### src/rtl/plot_pkg.sv
// Shared constants and state encoding for the pixel-port arbiter and its
// round-robin picker.
package plot_pkg;

    localparam int SCREEN_W    = 320;
    localparam int SCREEN_H    = 240;
    localparam int X_W_DEF     = 9;
    localparam int Y_W_DEF     = 8;
    localparam int COLOR_W_DEF = 3;

    typedef enum logic [0:0] {
        ARB    = 1'b0,
        LOCKED = 1'b1
    } arb_state_e;

endpackage

### src/rtl/plot_arbiter_if.sv
// Requester handshake bundle plus the vga_adapter pixel-write side.
// master: producers/environment, slave: the arbiter.
interface plot_arbiter_if #(
    parameter int NUM_REQ = 3,
    parameter int X_W     = plot_pkg::X_W_DEF,
    parameter int Y_W     = plot_pkg::Y_W_DEF,
    parameter int COLOR_W = plot_pkg::COLOR_W_DEF
);
    localparam int ID_W = (NUM_REQ > 1) ? $clog2(NUM_REQ) : 1;

    logic [NUM_REQ-1:0]         req_valid;
    logic [NUM_REQ-1:0]         req_lock;
    logic [NUM_REQ*X_W-1:0]     req_x;
    logic [NUM_REQ*Y_W-1:0]     req_y;
    logic [NUM_REQ*COLOR_W-1:0] req_color;
    logic [NUM_REQ-1:0]         req_ready;
    logic                       plot;
    logic [X_W-1:0]             X;
    logic [Y_W-1:0]             Y;
    logic [COLOR_W-1:0]         color;
    logic [ID_W-1:0]            grant_id;
    logic                       locked;

    modport master (
        output req_valid, req_lock, req_x, req_y, req_color,
        input  req_ready, plot, X, Y, color, grant_id, locked
    );

    modport slave (
        input  req_valid, req_lock, req_x, req_y, req_color,
        output req_ready, plot, X, Y, color, grant_id, locked
    );

endinterface

### src/rtl/plot_arbiter_rr_select.sv
// Combinational round-robin picker: first set request after i_last,
// wrapping around. Reusable for any N-way port share.
module rr_select #(
    parameter int N    = 3,
    parameter int ID_W = (N > 1) ? $clog2(N) : 1
) (
    input  logic [N-1:0]    i_req,
    input  logic [ID_W-1:0] i_last,
    output logic [N-1:0]    o_grant,
    output logic [ID_W-1:0] o_idx,
    output logic            o_any
);

    int w_cand;

    // Scan candidates last+1 .. last+N, keep the first hit.
    always_comb begin
        o_grant = '0;
        o_idx   = '0;
        o_any   = 1'b0;
        w_cand  = 0;
        for (int k = 1; k <= N; k++) begin
            w_cand = (int'(i_last) + k) % N;
            if (!o_any && i_req[w_cand]) begin
                o_any           = 1'b1;
                o_idx           = ID_W'(w_cand);
                o_grant[w_cand] = 1'b1;
            end else begin
                o_any = o_any;
            end
        end
    end

endmodule

### src/rtl/plot_arbiter.sv
// Round-robin arbiter with burst lock sharing the vga_adapter pixel port.
// Optional macro PLOT_ARBITER_CLIP_EN suppresses off-screen pixels.
import plot_pkg::*;

module plot_arbiter #(
    parameter int NUM_REQ      = 3,
    parameter int X_W          = X_W_DEF,
    parameter int Y_W          = Y_W_DEF,
    parameter int COLOR_W      = COLOR_W_DEF,
    parameter int LOCK_TIMEOUT = 64
) (
    input  logic          clock,
    input  logic          reset,
    plot_arbiter_if.slave bus
);
    localparam int ID_W  = (NUM_REQ > 1) ? $clog2(NUM_REQ) : 1;
    localparam int CNT_W = (LOCK_TIMEOUT > 1) ? $clog2(LOCK_TIMEOUT) : 1;

    arb_state_e         r_state, w_next;
    logic [ID_W-1:0]    r_last, r_grant_id, w_rr_idx, w_sel_idx;
    logic [NUM_REQ-1:0] w_rr_grant, w_ready;
    logic               w_rr_any, w_xfer, w_in_range;
    logic [CNT_W-1:0]   r_cnt;
    logic               r_plot;
    logic [X_W-1:0]     r_x, w_sel_x;
    logic [Y_W-1:0]     r_y, w_sel_y;
    logic [COLOR_W-1:0] r_color, w_sel_color;

    rr_select #(.N(NUM_REQ), .ID_W(ID_W)) u_rr_select (
        .i_req   (bus.req_valid),
        .i_last  (r_last),
        .o_grant (w_rr_grant),
        .o_idx   (w_rr_idx),
        .o_any   (w_rr_any)
    );

    assign w_sel_x     = bus.req_x[w_sel_idx*X_W +: X_W];
    assign w_sel_y     = bus.req_y[w_sel_idx*Y_W +: Y_W];
    assign w_sel_color = bus.req_color[w_sel_idx*COLOR_W +: COLOR_W];

`ifdef PLOT_ARBITER_CLIP_EN
    assign w_in_range = (w_sel_x < X_W'(SCREEN_W)) && (w_sel_y < Y_W'(SCREEN_H));
`else
    assign w_in_range = 1'b1;
`endif

    // Grant selection, transfer detect and lock/release decisions.
    always_comb begin
        w_ready   = '0;
        w_sel_idx = r_grant_id;
        w_xfer    = 1'b0;
        w_next    = r_state;
        case (r_state)
            ARB: begin
                w_ready   = w_rr_grant;
                w_sel_idx = w_rr_idx;
                w_xfer    = w_rr_any;
                if (w_rr_any && bus.req_lock[w_rr_idx]) begin
                    w_next = LOCKED;
                end else begin
                    w_next = ARB;
                end
            end
            LOCKED: begin
                w_ready[r_grant_id] = 1'b1;
                w_xfer              = bus.req_valid[r_grant_id];
                if (w_xfer) begin
                    w_next = bus.req_lock[r_grant_id] ? LOCKED : ARB;
                end else if (!bus.req_lock[r_grant_id]) begin
                    w_next = ARB;
                end else if (r_cnt == CNT_W'(LOCK_TIMEOUT - 1)) begin
                    w_next = ARB;
                end else begin
                    w_next = LOCKED;
                end
            end
            default: begin
                w_next = ARB;
            end
        endcase
        // Nothing may be accepted while reset is held; it would be lost.
        if (reset) begin
            w_ready = '0;
            w_xfer  = 1'b0;
        end else begin
            w_ready = w_ready;
        end
    end

    // State register and idle-owner timeout counter.
    always_ff @(posedge clock) begin
        if (reset) begin
            r_state <= ARB;
            r_cnt   <= '0;
        end else begin
            r_state <= w_next;
            if (r_state == LOCKED && !w_xfer && w_next == LOCKED) begin
                r_cnt <= r_cnt + CNT_W'(1);
            end else begin
                r_cnt <= '0;
            end
        end
    end

    // Pointer, owner id and the registered pixel presented to the adapter.
    always_ff @(posedge clock) begin
        if (reset) begin
            r_last     <= ID_W'(NUM_REQ - 1);
            r_grant_id <= '0;
            r_plot     <= 1'b0;
            r_x        <= '0;
            r_y        <= '0;
            r_color    <= '0;
        end else begin
            r_plot <= w_xfer && w_in_range;
            if (w_xfer) begin
                r_last     <= w_sel_idx;
                r_grant_id <= w_sel_idx;
                if (w_in_range) begin
                    r_x     <= w_sel_x;
                    r_y     <= w_sel_y;
                    r_color <= w_sel_color;
                end
            end
        end
    end

    assign bus.req_ready = w_ready;
    // Mask the strobe during reset so a pixel in flight never reaches the adapter.
    assign bus.plot      = r_plot & ~reset;
    assign bus.X         = r_x;
    assign bus.Y         = r_y;
    assign bus.color     = r_color;
    assign bus.grant_id  = r_grant_id;
    assign bus.locked    = (r_state == LOCKED);

endmodule

### src/flat_wrapper.sv
// flat-port wrapper written by rule: the top's interface ports become plain ports
module plot_arbiter_flat 
#(
    parameter int NUM_REQ      = 3,
    parameter int X_W          = X_W_DEF,
    parameter int Y_W          = Y_W_DEF,
    parameter int COLOR_W      = COLOR_W_DEF,
    parameter int LOCK_TIMEOUT = 64
)
  (clock, reset, bus_req_valid, bus_req_lock, bus_req_x, bus_req_y, bus_req_color, bus_req_ready, bus_plot, bus_X, bus_Y, bus_color, bus_grant_id, bus_locked);
  plot_arbiter_if #(.NUM_REQ(NUM_REQ), .X_W(X_W), .Y_W(Y_W), .COLOR_W(COLOR_W)) bus_i ();
  input  logic clock;
  input  logic reset;
  input wire logic [$bits(bus_i.req_valid)-1:0] bus_req_valid;
  input wire logic [$bits(bus_i.req_lock)-1:0] bus_req_lock;
  input wire logic [$bits(bus_i.req_x)-1:0] bus_req_x;
  input wire logic [$bits(bus_i.req_y)-1:0] bus_req_y;
  input wire logic [$bits(bus_i.req_color)-1:0] bus_req_color;
  output wire logic [$bits(bus_i.req_ready)-1:0] bus_req_ready;
  output wire logic [$bits(bus_i.plot)-1:0] bus_plot;
  output wire logic [$bits(bus_i.X)-1:0] bus_X;
  output wire logic [$bits(bus_i.Y)-1:0] bus_Y;
  output wire logic [$bits(bus_i.color)-1:0] bus_color;
  output wire logic [$bits(bus_i.grant_id)-1:0] bus_grant_id;
  output wire logic [$bits(bus_i.locked)-1:0] bus_locked;
  assign bus_i.req_valid = bus_req_valid;
  assign bus_i.req_lock = bus_req_lock;
  assign bus_i.req_x = bus_req_x;
  assign bus_i.req_y = bus_req_y;
  assign bus_i.req_color = bus_req_color;
  assign bus_req_ready = bus_i.req_ready;
  assign bus_plot = bus_i.plot;
  assign bus_X = bus_i.X;
  assign bus_Y = bus_i.Y;
  assign bus_color = bus_i.color;
  assign bus_grant_id = bus_i.grant_id;
  assign bus_locked = bus_i.locked;
  plot_arbiter #(.NUM_REQ(NUM_REQ), .X_W(X_W), .Y_W(Y_W), .COLOR_W(COLOR_W), .LOCK_TIMEOUT(LOCK_TIMEOUT)) u_core (.clock(clock), .reset(reset), .bus(bus_i));
endmodule
### config.mk
export PLATFORM = sky130hd
export DESIGN_NAME = plot_arbiter_flat
export DESIGN_NICKNAME = d
export VERILOG_FILES = /design/src/rtl/plot_pkg.sv /design/src/rtl/plot_arbiter_if.sv /design/src/rtl/plot_arbiter_rr_select.sv /design/src/rtl/plot_arbiter.sv /design/src/flat_wrapper.sv
export SDC_FILE = /design/constraint.sdc
export NUM_CORES = 1
export LEC_CHECK = 0
export CAP_MARGIN = 20
export CORE_AREA = 8 8 86 88
export DETAILED_ROUTE_END_ITERATION = 8
export DIE_AREA = 0 0 94 96
export PLACE_DENSITY_LB_ADDON = 0.25
export RECOVER_POWER = 100
export SLEW_MARGIN = 20
export SYNTH_ARGS = -nofsm -noshare
export SYNTH_HDL_FRONTEND = slang
export SYNTH_SLANG_ARGS = --single-unit
export TNS_END_PERCENT = 10
### constraint.sdc
create_clock -name clock -period 2.5 [get_ports clock]
set_input_delay 0.375 -clock clock [delete_from_list [all_inputs] [get_ports clock]]
set_output_delay 0.375 -clock clock [all_outputs]
set_load 0.02 [all_outputs]
==> impl_metrics.toml, run 1 <==
[sta]
setup_violations = 0
final_period_minus_worst_setup_slack_ps = 2460
setup_total_negative_slack_ps = 0
final_critical_path_setup_slack_ps = 39.2
worst_clock_skew_ps = 5.19
fmaxAchievable_ghz = 0.406
finalMaxSlewViolations = 0
hold_viol = 0
timing_worst_slew_pin_value_ps = 505
timing.max_slew.rel_slack_pct = 66.0
post-route-period-util_pct = 98.4
unrepaired_setup_endpoints_after_global_routing = "yes"

[final_layout]
fillers = 563
insertedDiodeCount = 0
finalNonFillerCells = 477
area_growth_pct = 62.7
fin_nets = 472
ff_latch_area_um2 = 626
drive_above_1_share_pct = 23.0
multiInputGateArea_um2 = 1540

[logic_synthesis]
postSynth.topFlopCell = "sky130_fd_sc_hd__dfxtp_1"
synth_edf_count = 0
synth.cell_area_um2 = 2310
postSynthCellCount = 269
average_footprint_of_a_synthesized_cell_um2 = 8.59
yosys.area_share.xor_xnor_pct = 1.52
synth_compound_area_share_pct = 31.9
synthAdderAreaFrac_pct = 2.71
postSynthNetCount = 342
number_of_synthesized_register_bits = 31
synth_largest_area_cell = "sky130_fd_sc_hd__dfxtp_1"
main_combinational_cell_family_by_area_after_synthesis = "compound AO/OA/AOI/OAI gates"
synth_top_cells_by_area = "sky130_fd_sc_hd__dfxtp_1, sky130_fd_sc_hd__mux2i_1, sky130_fd_sc_hd__o221ai_2"
synth_simple_gate_area_share_pct = 17.1
synth_mux_area_share_pct = 10.0
count_of_yosys_warnings_during_synthesis = 0
yosysUniqueCellTypes = 61
async_reset_ff_share_pct = 0
post-synth-top-count-cell = "sky130_fd_sc_hd__dfxtp_1"
synth_sequential_area_ratio_pct = 26.9
ys_top_cells_by_count = "sky130_fd_sc_hd__dfxtp_1, sky130_fd_sc_hd__nand2_1, sky130_fd_sc_hd__inv_1, sky130_fd_sc_hd__mux2i_1, sky130_fd_sc_hd__nor2_1"
post-synth-top-area-fraction_pct = 26.9

[power_and_ir_drop]
p_per_area_nw_per_um2 = 1110
cellLeakagePower_nw = 1.56
vdd.ir_drop.worst_mv = 0.541

[drt]
drc_errors = 0
drt-met1-wl_um = 3370
drtPass1Iterations = 4
drt_wirelength_um = 7630
post_drt_via_cell_ratio = 5.16
metal2_wl_um = 3660
topRoutingLayerUsed = "met4"
detailroute.via_count = 2459
wl_per_cell_um = 16.0
antenna_violating_nets_post_route = 0
wl_met3_um = 529
first_iter_violations = 117

[global_route]
grt_max_degree = 19
grt_first_pass_wirelength_um = 11900
grt.overflow.total = 0
grt_antenna_before_repair = 0
global_route.usage.total_pct = 16.6
first_global_vias = 2464

[die]
die_h_um = 96
die_width_um = 94
coreArea_um2 = 6100
overall_die_area_um2 = 9020
floorplan.initialDensity_pct = 37.9
ios = 95
placementRows = 29

[run_status]
run_status = "finished, final reports clean"

[worst_setup_path]
critical-path-top-delay-family = "compound AO/OA/AOI/OAI gates"
critPathBufInv = 4
endpoint_kind = "flip-flop"
start_kind = "flip-flop"
cp_slowest_stage_delay_ps = 390
crit_slowest_cell = "sky130_fd_sc_hd__dfxtp_4"
critPathRequiredTime_ps = 2660
critPathKind = "reg2reg"
maximum_fanout_encountered_on_the_critical_timing_path = 9
worstPathCellList = "inv_2 > ha_4 > buf_4 > buf_4 > nand2b_1 > a21bo_2 > o211ai_4 > a2111oi_4 > buf_4 > o21ai_4 > o221ai_1"
worst-endpoint-arrival_ps = 2620
critical-path-top-cell-by-count = "sky130_fd_sc_hd__buf_4"
r2r.worst_path.cells = 11
worst-path-stages = 11

[clock_network]
tritoncts.num_buffers = 5
cts-htree-levels = 2
clock_tree.root_cell = "sky130_fd_sc_hd__clkbuf_8"
max_clock_buf_depth = 2
cts.sink_count = 31
tritoncts_clock_tree = "done"
clkLatencyLatePin_ps = 290
clk_pin_slew_ps = 70

[place]
preCtsSetupSlack_ps = -337
place_hpwl_um = 6010
io_buffer_count = 94
place_congestion = 0.862
dp.cells = 465

[hold_path]
hold_path_class = "reg2reg"
worst_hold_path.num_cells = 1

[run]
timing.max_cap.violations = 0
## timing repair
| action | CTS | global route |
|---|---|---|
| resized for setup | 16 | 8 |
| setup endpoints to repair | 22 | 24 |
| pin swaps | 3 | 5 |
| buffers inserted | 1 | 2 |
| hold endpoints to repair | 0 | 0 |
| gates cloned | 0 | 1 |
| hold buffers | 0 | 0 |
## metal layers
layer	track usage, %	vias up
met3	5.07	7
met4	4.76	0
li1	-	1250
met1	20.4	1136
met5	0	-
met2	27.3	66
## worst register-to-register path, delay by kind of cell, from the launching register on
family,cells,cell delay (ps)
AO/OA/AOI/OAI,5,1080
adder cells (fa/ha/maj),1,170
buffers and inverters,4,570
flip-flops,1,390
AND/OR/NAND/NOR,1,140
## state kept, by name, indices dropped and copies added (netlist names)
signal and count:
u_core.bus.X 9, u_core.bus.Y 8, u_core.r_cnt 6, u_core.bus.color 3
u_core.bus.grant_id 2, u_core.bus.locked 1, u_core.r_last 1, u_core.r_plot 1
## layout make-up
cell class	count	area share [%]
timing repair buffer	140	34.8
sequential	31	16.6
clock inverter	2	0.333
tap	77	2.56
inverter	28	2.80
clock buffer	6	1.93
multi-input combinational	193	41.0
## cells in the final DEF (no fill, tap or decap), types with 3 or more instances in the layout
master	Yosys	routed
sky130_fd_sc_hd__buf_12	0	3
sky130_fd_sc_hd__mux2i_1	22	20
sky130_fd_sc_hd__buf_4	5	43
sky130_fd_sc_hd__nand3b_1	4	4
sky130_fd_sc_hd__a21oi_1	7	6
sky130_fd_sc_hd__nand2_1	29	29
sky130_fd_sc_hd__o221ai_2	9	9
sky130_fd_sc_hd__inv_1	28	27
sky130_fd_sc_hd__dlygate4sd3_1	0	23
sky130_fd_sc_hd__o221ai_1	10	10
sky130_fd_sc_hd__a21boi_0	4	4
sky130_fd_sc_hd__clkdlybuf4s50_1	0	68
sky130_fd_sc_hd__clkbuf_8	0	5
sky130_fd_sc_hd__dfxtp_1	31	29
sky130_fd_sc_hd__ha_1	5	4
sky130_fd_sc_hd__nor2_1	20	19
sky130_fd_sc_hd__nand3_1	9	9
sky130_fd_sc_hd__or3_1	3	3
sky130_fd_sc_hd__o21ai_4	2	3
sky130_fd_sc_hd__o211ai_1	5	5
sky130_fd_sc_hd__o21ai_0	8	8
sky130_fd_sc_hd__and3_1	4	4
## cells by family after synthesis
kind of cell | after synthesis
buffers and inverters | 46
and+or+nand+nor | 82
AOI/OAI and AO/OA | 78
DFF | 31
adders and majority gates | 5
muxes | 23
xor gates and xnor gates | 4
## final timing paths
| kind | startpoint | to | slack (ps) |
|---|---|---|---|
| max | u_core.bus.grant_id[0] | u_core.bus.color[2] | 40 |
| min | u_core.r_cnt[0] | u_core.r_cnt[0] | 450 |
| max reg2reg | u_core.bus.grant_id[0] | u_core.bus.color[2] | 40 |
| min reg2reg | u_core.r_cnt[0] | u_core.r_cnt[0] | 450 |
## stage by stage
stage	hold WS [ps]	total power [W]	cell area, µm²	util, %
3_5_place_dp	439	0.00371	3610	59.2
5_1_grt	484	0.00446	3760	61.7
4_1_cts	449	0.00417	3720	61.1
6_report	447	0.00416	3760	61.7
2_1_floorplan	418	0.00254	2340	-
3_3_place_gp	433	0.00369	3610	59.2
## power by group
part           internal [W]  switching, W
clock network      0.000194      0.000198
logic               0.00148       0.00154
registers          0.000649      0.000107
(Power assumes the default switching activity.)
==> inputs of run 2 (changes only) <==
--- a/config.mk
+++ b/config.mk
@@ -11,7 +11,6 @@
 export DIE_AREA = 0 0 94 96
 export PLACE_DENSITY_LB_ADDON = 0.25
 export RECOVER_POWER = 100
-export SLEW_MARGIN = 20
 export SYNTH_ARGS = -nofsm -noshare
 export SYNTH_HDL_FRONTEND = slang
 export SYNTH_SLANG_ARGS = --single-unit
==> constraint.sdc (replaced) <==
create_clock -name clock -period 2.83 [get_ports clock]
set_input_delay 0.4245 -clock clock [delete_from_list [all_inputs] [get_ports clock]]
set_output_delay 0.4245 -clock clock [all_outputs]
set_load 0.02 [all_outputs]
==> impl_metrics.toml, run 2 (synthesis gave the netlist of run 1 again) <==
[sta]
timing_worst_slew_pin_value_ps = 614
timing.max_slew.rel_slack_pct = 58.9
final_period_minus_worst_setup_slack_ps = 2740
fmaxAchievable_ghz = 0.365
finalMaxSlewViolations = 0
unrepaired_setup_endpoints_after_global_routing = "yes"
setup_violations = 0
worst_clock_skew_ps = 2.49
final_critical_path_setup_slack_ps = 90.1
hold_viol = 0
post-route-period-util_pct = 96.8
timing.hold.ws_ps = 448

[global_route]
grt_antenna_before_repair = 0
first_global_vias = 2434
grt_max_degree = 19
grt_first_pass_wirelength_um = 11900
grt.overflow.total = 0
global_route.usage.total_pct = 16.4

[die]
die_h_um = 96
floorplan.initialDensity_pct = 37.9
placementRows = 29
die_width_um = 94
ios = 95
coreArea_um2 = 6100
overall_die_area_um2 = 9020

[power_and_ir_drop]
power_after_layout_w = 0.00347
vdd.ir_drop.worst_mv = 0.480
cellLeakagePower_nw = 1.48
p_per_area_nw_per_um2 = 973

[drt]
wl_per_cell_um = 16.4
detailroute.via_count = 2436
first_iter_violations = 108
drc_errors = 0
antenna_violating_nets_post_route = 0
drtPass1Iterations = 4
drt_wirelength_um = 7630
post_drt_via_cell_ratio = 5.25

[run_status]
run_status = "finished, final reports clean"

[place]
preCtsSetupSlack_ps = -245
place_hpwl_um = 6120
place_congestion = 0.870
placedInstanceArea_um2 = 3510
io_buffer_count = 94

[run]
timing.max_cap.violations = 0

[clock_network]
clock_tree.root_cell = "sky130_fd_sc_hd__clkbuf_8"
clkLatencyLatePin_ps = 280
max_clock_buf_depth = 2
cts.sink_count = 31
tritoncts.num_buffers = 5
tritoncts_clock_tree = "done"
cts-htree-levels = 2
cts_setup_buffers = 0
clk_pin_slew_ps = 70

[final_layout]
layout_common_cells = "sky130_fd_sc_hd__clkdlybuf4s50_1, sky130_fd_sc_hd__dfxtp_1, sky130_fd_sc_hd__nand2_1"
post-route-cell-area_um2 = 3560
ff_latch_area_um2 = 621
insertedDiodeCount = 0
multiInputGateArea_um2 = 1440
max_ffs_per_register = 9
fin_nets = 459
leading_cell_type_in_the_layout_fill_and_taps_excluded = "sky130_fd_sc_hd__clkdlybuf4s50_1"
fillers = 583
drive_above_1_share_pct = 15.8
area_growth_pct = 54.3

[hold_path]
hold_path_class = "reg2reg"

[worst_setup_path]
endpoint_kind = "flip-flop"
critPathKind = "in2reg"
maximum_fanout_encountered_on_the_critical_timing_path = 9
critPathRequiredTime_ps = 2960
worst-endpoint-arrival_ps = 2870
start_kind = "input port"
run 2: what timing repair did:
item                                    4_1_cts  5_1_grt
hold buffers                                  0        0
endpoints found under the setup margin       20        3
gates resized for setup                       5        5
hold endpoints to repair                      0        0
run 2: cell type report:
type | instances | area share [%]
clock buffers | 6 | 2.32
well taps | 77 | 2.70
multi-input cells | 192 | 40.4
repair buffers | 128 | 33.2
flip-flops and latches | 31 | 17.4
clock inverters | 2 | 0.983
inverters | 28 | 2.95
run 2: per-layer routing:
layer / GRT usage [%] / up-vias / part of all wire (%)
met5: 0 / - / 0
li1: - / 1220 / -
met4: 3.30 / 0 / 0.58
met2: 26.5 / 86 / 48
met3: 5.23 / 6 / 8.0
met1: 20.8 / 1124 / 43
run 2: final timing paths:
check                                             from         endpoint  slack [ps]  cells after the start
worst max-delay path                  bus_req_valid[0]  u_core.bus.Y[2]          90                     10
worst min-delay path                   u_core.r_cnt[0]  u_core.r_cnt[0]         450                      1
worst max register to register  u_core.bus.grant_id[0]  u_core.bus.Y[2]         100                     11
worst min register to register         u_core.r_cnt[0]  u_core.r_cnt[0]         450                      1
run 2: power by group:
group	total (W)	leakage, nW	internal [W]	switching, W
combinational	0.00237	1.17	0.00108	0.00129
sequential	0.000643	0.255	0.000570	0.0000728
clock	0.000454	0.0612	0.000285	0.000169
run 2: per-stage QoR:
stage | cells | utilization [%] | setup TNS [ps]
2_1_floorplan | 269 | - | 0
3_3_place_gp | 456 | 57.5 | -2650
3_5_place_dp | 456 | 57.5 | -3680
4_1_cts | 464 | 59.6 | 0
5_1_grt | 464 | 58.5 | -91.9
6_report | 464 | 58.5 | 0
run 2: worst max-delay path, cell delays in order:
cell,delay (ps)
sky130_fd_sc_hd__dlygate4sd3_1,600
sky130_fd_sc_hd__mux2i_1,210
sky130_fd_sc_hd__clkbuf_1,170
sky130_fd_sc_hd__o21ai_4,70
sky130_fd_sc_hd__clkbuf_4,200
sky130_fd_sc_hd__o211a_1,290
sky130_fd_sc_hd__nor2_4,210
sky130_fd_sc_hd__clkbuf_8,240
sky130_fd_sc_hd__mux2i_1,320
sky130_fd_sc_hd__o221ai_2,140
